File: config.mk
export PLATFORM = sky130hd
export DESIGN_NAME = ps2_key_event_filter_flat
export DESIGN_NICKNAME = d
export VERILOG_FILES = /design/src/rtl/ps2_key_event_filter_pkg.sv /design/src/rtl/ps2_key_event_filter_if.sv /design/src/rtl/ps2_key_event_filter_ev_fifo.sv /design/src/rtl/ps2_key_event_filter.sv /design/src/flat_wrapper.sv
export SDC_FILE = /design/constraint.sdc
export NUM_CORES = 1
export LEC_CHECK = 0
export ABC_CLOCK_PERIOD_IN_PS = 5500
export CORE_MARGIN = 2
export CORE_UTILIZATION = 25
export CTS_BUF_LIST = sky130_fd_sc_hd__clkbuf_8
export CTS_CLUSTER_DIAMETER = 50
export DETAILED_ROUTE_END_ITERATION = 16
export PLACE_DENSITY = 0.43
export SLEW_MARGIN = 20
export SYNTH_ARGS = -nofsm -noshare
export SYNTH_HDL_FRONTEND = slang
export SYNTH_HIERARCHICAL = 1
export SYNTH_SLANG_ARGS = --single-unit
File: constraint.sdc
create_clock -name clk -period 5.5 [get_ports clk]
set_input_delay 1.65 -clock clk [delete_from_list [all_inputs] [get_ports clk]]
set_output_delay 1.65 -clock clk [all_outputs]
set_load 0.01 [all_outputs]
File: src/rtl/ps2_key_event_filter_pkg.sv
// Shared definitions for the PS/2 key event filter.
// Contents: protocol byte codes, the discard set, the decoder state encoding,
// the queued event payload and a discard-set membership helper.
package ps2_key_event_filter_pkg;

    localparam logic [7:0] PS2_E0 = 8'hE0;
    localparam logic [7:0] PS2_F0 = 8'hF0;
    localparam logic [7:0] PS2_E1 = 8'hE1;

    // Bytes that never belong to a key event (errors, BAT, echo, ack, resend).
    localparam logic [7:0] PS2_ERR0   = 8'h00;
    localparam logic [7:0] PS2_BAT_OK = 8'hAA;
    localparam logic [7:0] PS2_ECHO   = 8'hEE;
    localparam logic [7:0] PS2_ACK    = 8'hFA;
    localparam logic [7:0] PS2_BAT_NG = 8'hFC;
    localparam logic [7:0] PS2_RESEND = 8'hFE;
    localparam logic [7:0] PS2_ERR1   = 8'hFF;

    localparam int unsigned SKIP_W     = 3;
    localparam logic [SKIP_W-1:0] PAUSE_SKIP = SKIP_W'(7);
    localparam int unsigned EV_W       = 10;

    typedef enum logic [2:0] {
        ST_IDLE   = 3'd0,
        ST_EXT    = 3'd1,
        ST_BRK    = 3'd2,
        ST_EXTBRK = 3'd3,
        ST_SKIP   = 3'd4
    } dec_state_t;

    typedef struct packed {
        logic       ext;
        logic       brk;
        logic [7:0] code;
    } key_event_t;

    function automatic logic is_discard(input logic [7:0] b);
        return b inside {PS2_ERR0, PS2_BAT_OK, PS2_ECHO, PS2_ACK,
                         PS2_BAT_NG, PS2_RESEND, PS2_ERR1};
    endfunction

endpackage

File: src/rtl/ps2_key_event_filter_if.sv
// Key event handshake bus between the filter (master) and a consumer (slave).
// Signals: ev_valid/ev_code/ev_ext/ev_break from master, ev_ready from slave.
interface ps2_key_event_filter_if;
    logic       ev_valid;
    logic       ev_ready;
    logic [7:0] ev_code;
    logic       ev_ext;
    logic       ev_break;

    modport master (
        output ev_valid,
        output ev_code,
        output ev_ext,
        output ev_break,
        input  ev_ready
    );

    modport slave (
        input  ev_valid,
        input  ev_code,
        input  ev_ext,
        input  ev_break,
        output ev_ready
    );
endinterface

File: src/rtl/ps2_key_event_filter_ev_fifo.sv
// Synchronous first-word fall-through FIFO of key events.
// Ports: clk, reset (sync, active-high), push/din, pop/dout (head, zero when
// empty), full, empty, count (0..DEPTH).
module ps2_key_event_filter_ev_fifo
    import ps2_key_event_filter_pkg::*;
#(
    parameter int unsigned DEPTH  = 4,
    parameter int unsigned ADDR_W = 2
) (
    input  logic              clk,
    input  logic              reset,
    input  logic              push,
    input  key_event_t        din,
    input  logic              pop,
    output key_event_t        dout,
    output logic              full,
    output logic              empty,
    output logic [ADDR_W:0]   count
);

    localparam logic [ADDR_W:0] FULL_CNT = (ADDR_W+1)'(DEPTH);

    key_event_t          mem [DEPTH];
    logic [ADDR_W-1:0]   wr_ptr;
    logic [ADDR_W-1:0]   rd_ptr;
    logic                do_push;
    logic                do_pop;

    assign empty   = (count == '0);
    assign full    = (count == FULL_CNT);
    assign do_pop  = pop && !empty;
    // A full FIFO still accepts a push when the head leaves in the same cycle.
    assign do_push = push && (!full || do_pop);
    assign dout    = empty ? '0 : mem[rd_ptr];

    // Pointer and occupancy tracking; pointers wrap naturally at DEPTH.
    always_ff @(posedge clk) begin
        if (reset) begin
            wr_ptr <= '0;
            rd_ptr <= '0;
            count  <= '0;
        end else begin
            if (do_push) wr_ptr <= wr_ptr + ADDR_W'(1);
            if (do_pop)  rd_ptr <= rd_ptr + ADDR_W'(1);
            case ({do_push, do_pop})
                2'b10:   count <= count + (ADDR_W+1)'(1);
                2'b01:   count <= count - (ADDR_W+1)'(1);
                default: count <= count;
            endcase
        end
    end

    // Storage needs no reset: the head is masked while empty.
    always_ff @(posedge clk) begin
        if (do_push) mem[wr_ptr] <= din;
    end

endmodule

File: src/rtl/ps2_key_event_filter.sv
// Converts the kbd_protocol byte stream into whole key events and queues them.
// Ports: clk, reset (sync, active-high), flag (byte-ready level), scancode,
// ev (event handshake, master side), overflow (sticky event loss),
// ev_count (queued events).
module ps2_key_event_filter
    import ps2_key_event_filter_pkg::*;
#(
    parameter int unsigned FIFO_DEPTH      = 4,
    parameter int unsigned ADDR_W          = 2,
    parameter bit          SUPPRESS_REPEAT = 1'b1
) (
    input  logic                    clk,
    input  logic                    reset,
    input  logic                    flag,
    input  logic [7:0]              scancode,
    ps2_key_event_filter_if.master  ev,
    output logic                    overflow,
    output logic [ADDR_W:0]         ev_count
);

    logic              flag_q;
    logic              byte_stb;
    dec_state_t        state;
    dec_state_t        state_nx;
    logic [SKIP_W-1:0] skip_cnt;
    logic [SKIP_W-1:0] skip_nx;
    logic              restart;
    logic              complete;
    key_event_t        cand;
    logic              held_valid;
    logic [8:0]        held;
    logic              held_match;
    logic              drop;
    logic              push;
    logic              pop;
    logic              fifo_full;
    logic              fifo_empty;
    key_event_t        head;

    assign byte_stb = flag && !flag_q;

    // Byte decoder: next state, skip count and completed-event candidate.
    always_comb begin
        state_nx = state;
        skip_nx  = skip_cnt;
        restart  = 1'b0;
        complete = 1'b0;
        cand     = '0;
        if (byte_stb) begin
            if (state == ST_SKIP) begin
                // Pause tail bytes are swallowed whatever their value.
                if (skip_cnt == SKIP_W'(1)) state_nx = ST_IDLE;
                else                        skip_nx  = skip_cnt - SKIP_W'(1);
            end else if (is_discard(scancode)) begin
                state_nx = ST_IDLE;
            end else begin
                unique case (state)
                    ST_EXT: begin
                        if (scancode == PS2_F0)      state_nx = ST_EXTBRK;
                        else if (scancode == PS2_E0) state_nx = ST_EXT;
                        else begin
                            complete = 1'b1;
                            cand     = '{ext: 1'b1, brk: 1'b0, code: scancode};
                            state_nx = ST_IDLE;
                        end
                    end
                    ST_BRK, ST_EXTBRK: begin
                        // A fresh F0/E1 mid-break means we lost sync: start over.
                        if (scancode == PS2_F0 || scancode == PS2_E1) restart = 1'b1;
                        else begin
                            complete = 1'b1;
                            cand     = '{ext: (state == ST_EXTBRK), brk: 1'b1, code: scancode};
                            state_nx = ST_IDLE;
                        end
                    end
                    default: restart = 1'b1;
                endcase

                if (restart) begin
                    if (scancode == PS2_E0)      state_nx = ST_EXT;
                    else if (scancode == PS2_F0) state_nx = ST_BRK;
                    else if (scancode == PS2_E1) begin
                        state_nx = ST_SKIP;
                        skip_nx  = PAUSE_SKIP;
                    end else begin
                        complete = 1'b1;
                        cand     = '{ext: 1'b0, brk: 1'b0, code: scancode};
                        state_nx = ST_IDLE;
                    end
                end
            end
        end
    end

    // Typematic repeats of the held key are dropped; everything else is queued.
    assign held_match = held_valid && (held == {cand.ext, cand.code});
    assign drop       = complete && !cand.brk && held_match && SUPPRESS_REPEAT;
    assign push       = complete && !drop;
    assign pop        = ev.ev_valid && ev.ev_ready;

    // Decoder state, held key and sticky overflow.
    always_ff @(posedge clk) begin
        if (reset) begin
            flag_q     <= 1'b0;
            state      <= ST_IDLE;
            skip_cnt   <= '0;
            held_valid <= 1'b0;
            held       <= '0;
            overflow   <= 1'b0;
        end else begin
            flag_q   <= flag;
            state    <= state_nx;
            skip_cnt <= skip_nx;
            if (complete) begin
                if (!cand.brk) begin
                    if (!held_match) begin
                        held_valid <= 1'b1;
                        held       <= {cand.ext, cand.code};
                    end
                end else if (held_match) begin
                    held_valid <= 1'b0;
                end
            end
            if (push && fifo_full && !pop) overflow <= 1'b1;
        end
    end

    ps2_key_event_filter_ev_fifo #(
        .DEPTH  (FIFO_DEPTH),
        .ADDR_W (ADDR_W)
    ) u_ev_fifo (
        .clk   (clk),
        .reset (reset),
        .push  (push),
        .din   (cand),
        .pop   (pop),
        .dout  (head),
        .full  (fifo_full),
        .empty (fifo_empty),
        .count (ev_count)
    );

    assign ev.ev_valid = !fifo_empty;
    assign ev.ev_code  = head.code;
    assign ev.ev_ext   = head.ext;
    assign ev.ev_break = head.brk;

endmodule

File: src/flat_wrapper.sv
// flat-port wrapper written by rule: the top's interface ports become plain ports
module ps2_key_event_filter_flat import ps2_key_event_filter_pkg::*;
#(
    parameter int unsigned FIFO_DEPTH      = 4,
    parameter int unsigned ADDR_W          = 2,
    parameter bit          SUPPRESS_REPEAT = 1'b1
)
  (clk, reset, flag, scancode, overflow, ev_count, ev_ev_valid, ev_ev_code, ev_ev_ext, ev_ev_break, ev_ev_ready);
  ps2_key_event_filter_if ev_i ();
  input  logic clk;
  input  logic reset;
  input  logic flag;
  input  logic [7:0] scancode;
  output logic overflow;
  output logic [ADDR_W:0] ev_count;
  output wire logic [$bits(ev_i.ev_valid)-1:0] ev_ev_valid;
  output wire logic [$bits(ev_i.ev_code)-1:0] ev_ev_code;
  output wire logic [$bits(ev_i.ev_ext)-1:0] ev_ev_ext;
  output wire logic [$bits(ev_i.ev_break)-1:0] ev_ev_break;
  input wire logic [$bits(ev_i.ev_ready)-1:0] ev_ev_ready;
  assign ev_ev_valid = ev_i.ev_valid;
  assign ev_ev_code = ev_i.ev_code;
  assign ev_ev_ext = ev_i.ev_ext;
  assign ev_ev_break = ev_i.ev_break;
  assign ev_i.ev_ready = ev_ev_ready;
  ps2_key_event_filter #(.FIFO_DEPTH(FIFO_DEPTH), .ADDR_W(ADDR_W), .SUPPRESS_REPEAT(SUPPRESS_REPEAT)) u_core (.clk(clk), .reset(reset), .flag(flag), .scancode(scancode), .ev(ev_i), .overflow(overflow), .ev_count(ev_count));
endmodule
==> impl_results.md, run 1 <==
- Std-Cell Rows: 42
- Cell Pwr Density: 291 nW/um^2
- Initial antenna violation count: 0
- Fmax achieved: 0.195 GHz
- Cell Int Power: approximately 900 uW
- Number of synthesized register bits: 67
- Sw frac: 27.7%
- Global-route wire length before repair: ~12 mm
- Port Buffers: 26
- Clock buffer depth: 2
- Clock sink count: 67
- CP max-delay cell: clkdlybuf4s50_1
- Layout cells sized above 1: between 20 and 25%
- Die width: 120 um
- Storage cell area: 1740 um^2
- TritonCTS clock tree: yes
- Mapped Cells: 297
- Avg Cell Area, Syn: 11.4 um^2
- Sequential share of the synthesized area: 51.3%
- Clk_lat worst skew: 0.35 ns
- Drt total wl: 7.34 mm
- Commonest cells after routing, fill and taps aside: 40 x edfxtp_1, 32 x buf_4, 27 x dfxtp_1
- Overflow left after global routing: 0
- R2R Setup Slk: between 1.5 and 2 ns
- Vias in the first global route: approximately 2,300
- Number of hold buffers added after cts: 0
- Layout area overhead: 25.4%
- Synth Cell Area: 3390 um^2
- Mapped Nets: roughly 320
- Worst path max stage delay: around 0.47 ns
- CTS Buf Count: 9
- Final min period: ~5.1 ns
- Placed cell area: ~4000 um^2
- Number of setup buffers added after CTS: 0
- Final hold vios: 0
- Metal3 WL: roughly 210 um
- Clock Skew: ~0.012 ns
- Initial Utilization: about a quarter
- Number of nets in the layout: 376
- WL/cell: about 14 um
- Syn. warnings: 6
- Non-Filler Cell Area, Final: ~4300 um^2
- Worst path bufs/invs: 4
- Clock Power Share: between 30% and 40%
- Worst Reg-to-Reg Cells: 16
- Commonest non-fill, non-tap cell in the layout: edfxtp_1
- Die ar.: roughly 15,000 um^2
- Hold Path End: u_core/held[5]
- Routed wl met2: between 3 and 4 mm
- Drt pass-1 iters: 4
- First DRT Iteration DRCs: 72
- Crit path max fanout: 12
- Leakage Power: approximately 0.0014 uW
- Worst EP arrival: 5.41 ns
- Area of the multi-input gates: 1510 um^2
- Core Area: 13,200 um^2
- Worst-path clk slew: ~0.080 ns
- Fin Setup TNS: 0 ns
- Worst endpoint required time: 5.79 ns
- Combinational Power Share: roughly a fifth
- I/O Pins: 27
- Antenna diode count: 0
- Slew @ Worst Pin: about 0.78 ns
- Hold Startpoint: u_core/held[5]
- Post-synth EDFFs: 40
- Top Layer Used: met4
- Met1 Routed Length: 3.59 mm
- Unrepaired setup endpoints after global routing: false
- Post-synth ARST share: 0%
- Flop pwr share: between 40% and 50%
- Post_cts resized: 0
- Ys flop type: edfxtp_1
- WHS Path Cells: 2
- Vias per inst: ~4.4
- All-Layer GR Usage: 10.8%
- Largest net degree at the start of global routing: 30
- Reg2reg start: u_core/state[2]
- CP Cell Sequence: clkdlybuf4s50_1, buf_4, or3b_2, a21oi_1, a211o_1, nand2_2, nor2_2, o221ai_1, nor4_2, nor2_1, a21boi_4, inv_1, ha_1, inv_1, fa_1, xor2_1, or3_1, a21oi_1
- Fill count: approximately 1,400
- Max-Cap Viols: 0
- R2r endpoint: u_core/u_ev_fifo/count[2]
- Worst slew margin: roughly 48%
- Min-Delay Path Class: flop to flop
- # H-tree levels: 3
- Net Switching: about 340 uW
- Status: complete, no violations
- Crit path capture type: flop
- Die H: ~120 um
- Fin. max-slew vios: 0
- Vias post-DR: ~2,300
- # setup viols final: 0
- Root Driver: clkbuf_8
- Hpwl dp: 5.42 mm
- DRT antenna net count: 0
- GP Congestion: about 0.8
- Worst Setup Start Kind: input pin
- Yosys cell types: 62
- Peak supply drop: 0.0000924 V
- Critical path class: input pin to flop
- Period utilization: 93.2%
- # DRC: 0
- Delay-heaviest family, CP: simple AND/OR/NAND/NOR gates
==> power groups by stage <==
| stage | clock, uW | combinational [uW] | sequential (uW) |
|---|---|---|---|
| 2_1_floorplan | 0 | 138 | 581 |
| 3_3_place_gp | 0 | 239 | 587 |
| 3_5_place_dp | 0 | 241 | 589 |
| 4_1_cts | 446 | 242 | 577 |
| 5_1_grt | 466 | 264 | 581 |
| 6_report | 427 | 237 | 576 |
==> cells by family (layout without fill, tap and decap cells) <==
logic type | count (synthesis) | in the layout | synth area share, %
AND/OR/NAND/NOR | 115 | 115 | 19.4
flip-flops | 67 | 67 | 51.3
AO/OA/AOI/OAI | 54 | 54 | 11.8
buffers and inverters | 32 | 95 | 4.24
multiplexers | 14 | 14 | 8.12
adder cells (fa/ha/maj) | 9 | 9 | 3.54
XOR/XNOR | 6 | 6 | 1.55
==> per-layer routing <==
layer  vias up  track usage, %
met2        34            17.6
met4         0            3.27
li1       1193               -
met1      1107            13.8
met3         7            3.16
met5         -               0
==> worst max-delay path by stage <==
stage | start | endpoint | slack, ns | cells after the start
after floorplan | scancode[4] | u_core/u_ev_fifo/count[2] | 0.63 | 17
after global placement | scancode[0] | u_core/u_ev_fifo/count[2] | 0.0001 | 18
after detailed placement | scancode[1] | u_core/u_ev_fifo/count[2] | -0.03 | 17
after CTS | scancode[1] | u_core/u_ev_fifo/count[2] | 0.34 | 17
after global routing | scancode[6] | u_core/u_ev_fifo/count[2] | 0.07 | 17
final | scancode[0] | u_core/u_ev_fifo/count[2] | 0.38 | 18
==> metrics by stage <==
stage          util (%)  hold slack (ns)  instances  worst slack [ns]  total power (uW)
2_1_floorplan         -            0.436        297             0.633               719
3_3_place_gp       30.6            0.449        520          0.000130               827
3_5_place_dp       30.6            0.451        520           -0.0289               830
4_1_cts            32.1            0.462        536             0.339              1260
5_1_grt            32.1            0.485        536            0.0682              1310
6_report           32.1            0.461        536             0.375              1240
==> synth_stat cells (all sizes together) (2+ instances only) <==
| master | n | area share, % |
|---|---|---|
| nor3 | 6 | 1.0 |
| inv | 21 | 2.3 |
| nand3 | 11 | 1.6 |
| or3b | 2 | 0.52 |
| ha | 8 | 3.0 |
| a21boi | 2 | 0.89 |
| or3 | 6 | 1.3 |
| nand2b | 4 | 0.74 |
| mux4 | 10 | 6.6 |
| nor3b | 5 | 1.4 |
| xnor2 | 3 | 0.77 |
| buf | 6 | 1.3 |
| o22ai | 2 | 0.37 |
| a311oi | 2 | 0.52 |
| a2111oi | 2 | 1.3 |
| clkbuf | 5 | 0.59 |
| and2 | 9 | 1.7 |
| nand2 | 18 | 2.1 |
| and3 | 2 | 0.37 |
| mux2i | 2 | 0.59 |
| o211ai | 2 | 0.85 |
| mux2 | 2 | 0.89 |
| a21oi | 26 | 3.9 |
| edfxtp | 40 | 35 |
| dfxtp | 27 | 16 |
| or2 | 2 | 0.37 |
| nor2b | 13 | 2.4 |
| o2111ai | 2 | 0.52 |
| o21ai | 7 | 1.0 |
| nor4 | 4 | 1.1 |
| nand3b | 3 | 0.66 |
| nor2 | 25 | 2.9 |
| xor2 | 3 | 0.77 |
==> worst register-to-register path: stages, from the launching register on <==
cell and delay [ns]:
dfxtp_1 0.40, inv_1 0.11, nor3_1 0.66, a21oi_1 0.25
a211oi_2 0.22, a21oi_1 0.05, or2_1 0.27, nor4_2 0.25
nor2_1 0.08, a21boi_4 0.14, inv_1 0.06, ha_1 0.15
inv_1 0.05, fa_1 0.36, xor2_1 0.16, or3_1 0.31
a21oi_1 0.14
==> layout make-up <==
| cell class | count | area share, % |
|---|---|---|
| Clock buffer | 9 | 2.91 |
| Clock inverter | 7 | 1.94 |
| Inverter | 21 | 1.85 |
| Multi-Input combinational cell | 198 | 35.4 |
| Sequential cell | 67 | 40.9 |
| Tap cell | 176 | 5.18 |
| Timing Repair Buffer | 58 | 11.8 |
==> state kept, by name, indices dropped and copies added, names as in the netlist, named ones only <==
name	flops
u_core/u_ev_fifo/mem	40
u_core/held_valid	1
u_core/u_ev_fifo/wr_ptr	2
u_core/overflow	1
u_core/u_ev_fifo/count	3
u_core/flag_q	1
u_core/state	3
u_core/u_ev_fifo/rd_ptr	2
u_core/held	9
u_core/skip_cnt	3
Power figures use the tool's default switching activity.
==> run 2: changes to the inputs <==
--- a/config.mk
+++ b/config.mk
@@ -6,13 +6,13 @@
 export NUM_CORES = 1
 export LEC_CHECK = 0
 export ABC_CLOCK_PERIOD_IN_PS = 5500
+export CORE_ASPECT_RATIO = 2
 export CORE_MARGIN = 2
 export CORE_UTILIZATION = 25
 export CTS_BUF_LIST = sky130_fd_sc_hd__clkbuf_8
 export CTS_CLUSTER_DIAMETER = 50
 export DETAILED_ROUTE_END_ITERATION = 16
 export PLACE_DENSITY = 0.43
-export SLEW_MARGIN = 20
 export SYNTH_ARGS = -nofsm -noshare
 export SYNTH_HDL_FRONTEND = slang
 export SYNTH_HIERARCHICAL = 1
==> run 2 against run 1 <==
Maximum frequency is 0.27% lower. Largest cell class unchanged. Largest power group unchanged. Sequential share of layout area decreased by 0.57 points. Non-clock buffer count rose by 3. Sequential power hardly changed. Total power increased by 10%. First-iteration DRC count decreased by 18%. Via count up 3.3%. Wire length grew 10%. Sequential cell count stayed put. Die area up 0.39%. Highest routed layer unchanged. Setup slack worse by 0.014 ns.
==> impl_results.md, run 2 (synthesis gave the netlist of run 1 again) <==
- Status: complete, no violations
- CTS Buf Count: 9 (unchanged)
- Clk_lat worst skew: 0.34 ns (about the same)
- Placed cell area: 4040 um^2 (about the same)
- Worst slew margin: 37.3% (-10 points)
- Fin. max-slew vios: 0 (unchanged)
- Clock sink count: 67 (unchanged)
- Number of setup buffers added after CTS: 0 (unchanged)
- Drt total wl: 8.10 mm (+10%)
- Slew @ Worst Pin: 0.934 ns (+0.153 ns)
- Number of hold buffers added after cts: 0 (unchanged)
- Largest net degree at the start of global routing: 30 (unchanged)
- Vias in the first global route: 2,542 (+9.9%)
- Worst Setup Start Kind: input pin
- Fill count: 1,402 (+1.0%)
- DRT antenna net count: 0 (unchanged)
- Largest Register: u_core/u_ev_fifo/mem
- Min-Delay Path Class: flop to flop
- # setup viols final: 0 (unchanged)
- All-Layer GR Usage: 12.0% (+1.2 points)
- Cell Pwr Density: 317 nW/um^2 (+8.9%)
- Worst-path clk slew: 0.08 ns (about the same)
- Die width: 86.4 um (-28%)
- Unrepaired setup endpoints after global routing: false
- Fin worst setup slack: 0.361 ns (-0.0138 ns)
- Post_cts resized: 0 (unchanged)
- Clock buffer depth: 2 (unchanged)
- Die ar.: 14,600 um^2 (+0.39%)
- Layout cells sized above 1: 22.3% (+0.65 points)
- Clock Skew: 0.00931 ns (-0.00240 ns)
- Commonest non-fill, non-tap cell in the layout: edfxtp_1
- Setup WS pre-CTS: -0.0325 ns (-0.00360 ns)
- TritonCTS clock tree: yes
- I/O Pins: 27 (unchanged)
- # H-tree levels: 3 (unchanged)
- Largest register FFs: 40 (unchanged)
- Leakage Power: 0.00148 uW (+3.4%)
- WL/cell: 15.6 um (+14%)
- Std-Cell Rows: 60 (+43%)
- Drt pass-1 iters: 4 (unchanged)
- Crit path capture type: flop
- Core Util, Final: 32.3% (+0.16 points)
- Layout area overhead: 27.2%
- Final min period: 5.14 ns (+0.0138 ns)
- Overflow left after global routing: 0 (unchanged)
- Final hold vios: 0 (unchanged)
- # DRC: 0 (unchanged)
- Critical path class: input pin to flop
- Period utilization: 93.4% (+0.25 points)
- Peak supply drop: 0.000119 V (+29%)
- Max-Cap Viols: 0 (unchanged)
- Worst EP arrival: 5.42 ns (about the same)
- Number of nets in the layout: 379 (+0.80%)
- Fin Setup TNS: 0 ns (unchanged)
- Initial Utilization: 25.4% (-0.23 points)
- Initial antenna violation count: 0 (unchanged)
- Vias per inst: 4.67 (+6.9%)
- First DRT Iteration DRCs: 59 (-18%)
- Non-Filler Cell Area, Final: 4310 um^2 (+1.4%)
- Port Buffers: 26 (unchanged)
- Biggest registers after layout: u_core/u_ev_fifo/mem: 40 flops, u_core/held: 9 flops
- Core Area: 13,400 um^2 (+0.91%)
- Crit path max fanout: 8 (-4)
- Antenna diode count: 0 (unchanged)
- Worst endpoint required time: 5.78 ns (about the same)
- GP Congestion: 0.765 (-5.4%)
- Root Driver: clkbuf_8
- Vias post-DR: 2,418 (+3.3%)
- Hpwl dp: 6.12 mm (+13%)
- Global-route wire length before repair: 13.1 mm (+9.1%)
- Die H: 169 um (+40%)
- Power Total: 1370 uW (+10%)
- Fmax achieved: 0.195 GHz (-0.27%)
- Commonest cells after routing, fill and taps aside: 40 x edfxtp_1, 35 x buf_4, 27 x dfxtp_1
[run 2: per-stage QoR]
stage                     hold WS, ns  cells
after floorplan                 0.436    297
after CTS                       0.458    518
after detailed placement        0.447    502
after global routing            0.473    518
after global placement          0.447    502
final                           0.458    518
[run 2: power breakdown]
| part | switching, uW | internal [uW] |
|---|---|---|
| Sequential | 20.1 | 556 |
| Combinational | 117 | 122 |
| Clock | 202 | 351 |
| Total | 339 | 1030 |
[run 2: area by class of cell]
cell class | count | area (um^2) | area share, %
Clock buffer | 9 | 124 | 2.87
Clock inverter | 7 | 146 | 3.39
Inverter | 21 | 78.8 | 1.83
Multi-Input combinational cell | 198 | 1510 | 34.9
Sequential cell | 67 | 1740 | 40.4
Tap cell | 155 | 194 | 4.50
Timing Repair Buffer | 61 | 523 | 12.1
[run 2: critical path: stages]
cell	delay, ns
clkdlybuf4s50_1	0.53
and2b_1	0.30
o211ai_4	0.12
a2111oi_4	0.49
and2_1	0.23
xnor2_1	0.12
o221ai_1	0.16
nor4_2	0.27
buf_4	0.16
nor2_1	0.04
a21boi_4	0.13
inv_1	0.06
ha_1	0.16
inv_1	0.05
fa_1	0.37
xor2_1	0.15
or3_1	0.30
a21oi_1	0.13
[run 2: final timing paths]
kind | start | end | slack (ns) | depth (start not counted)
worst max register to register | u_core/state[2] | u_core/u_ev_fifo/count[2] | 1.57 | 17
worst min-delay path | u_core/held[5] | u_core/held[5] | 0.46 | 2
worst max-delay path | scancode[1] | u_core/u_ev_fifo/count[2] | 0.36 | 18
worst min register to register | u_core/held[5] | u_core/held[5] | 0.46 | 2
[run 2: metal layers]
layer	share of wire (%)	global-route usage, %	up-vias	routed length (um)
met2	59	23.4	28	4810
met5	0	0	-	0
met1	36	11.3	1176	2920
li1	-	-	1198	-
met3	1.8	2.49	16	142
met4	2.9	5.64	0	238
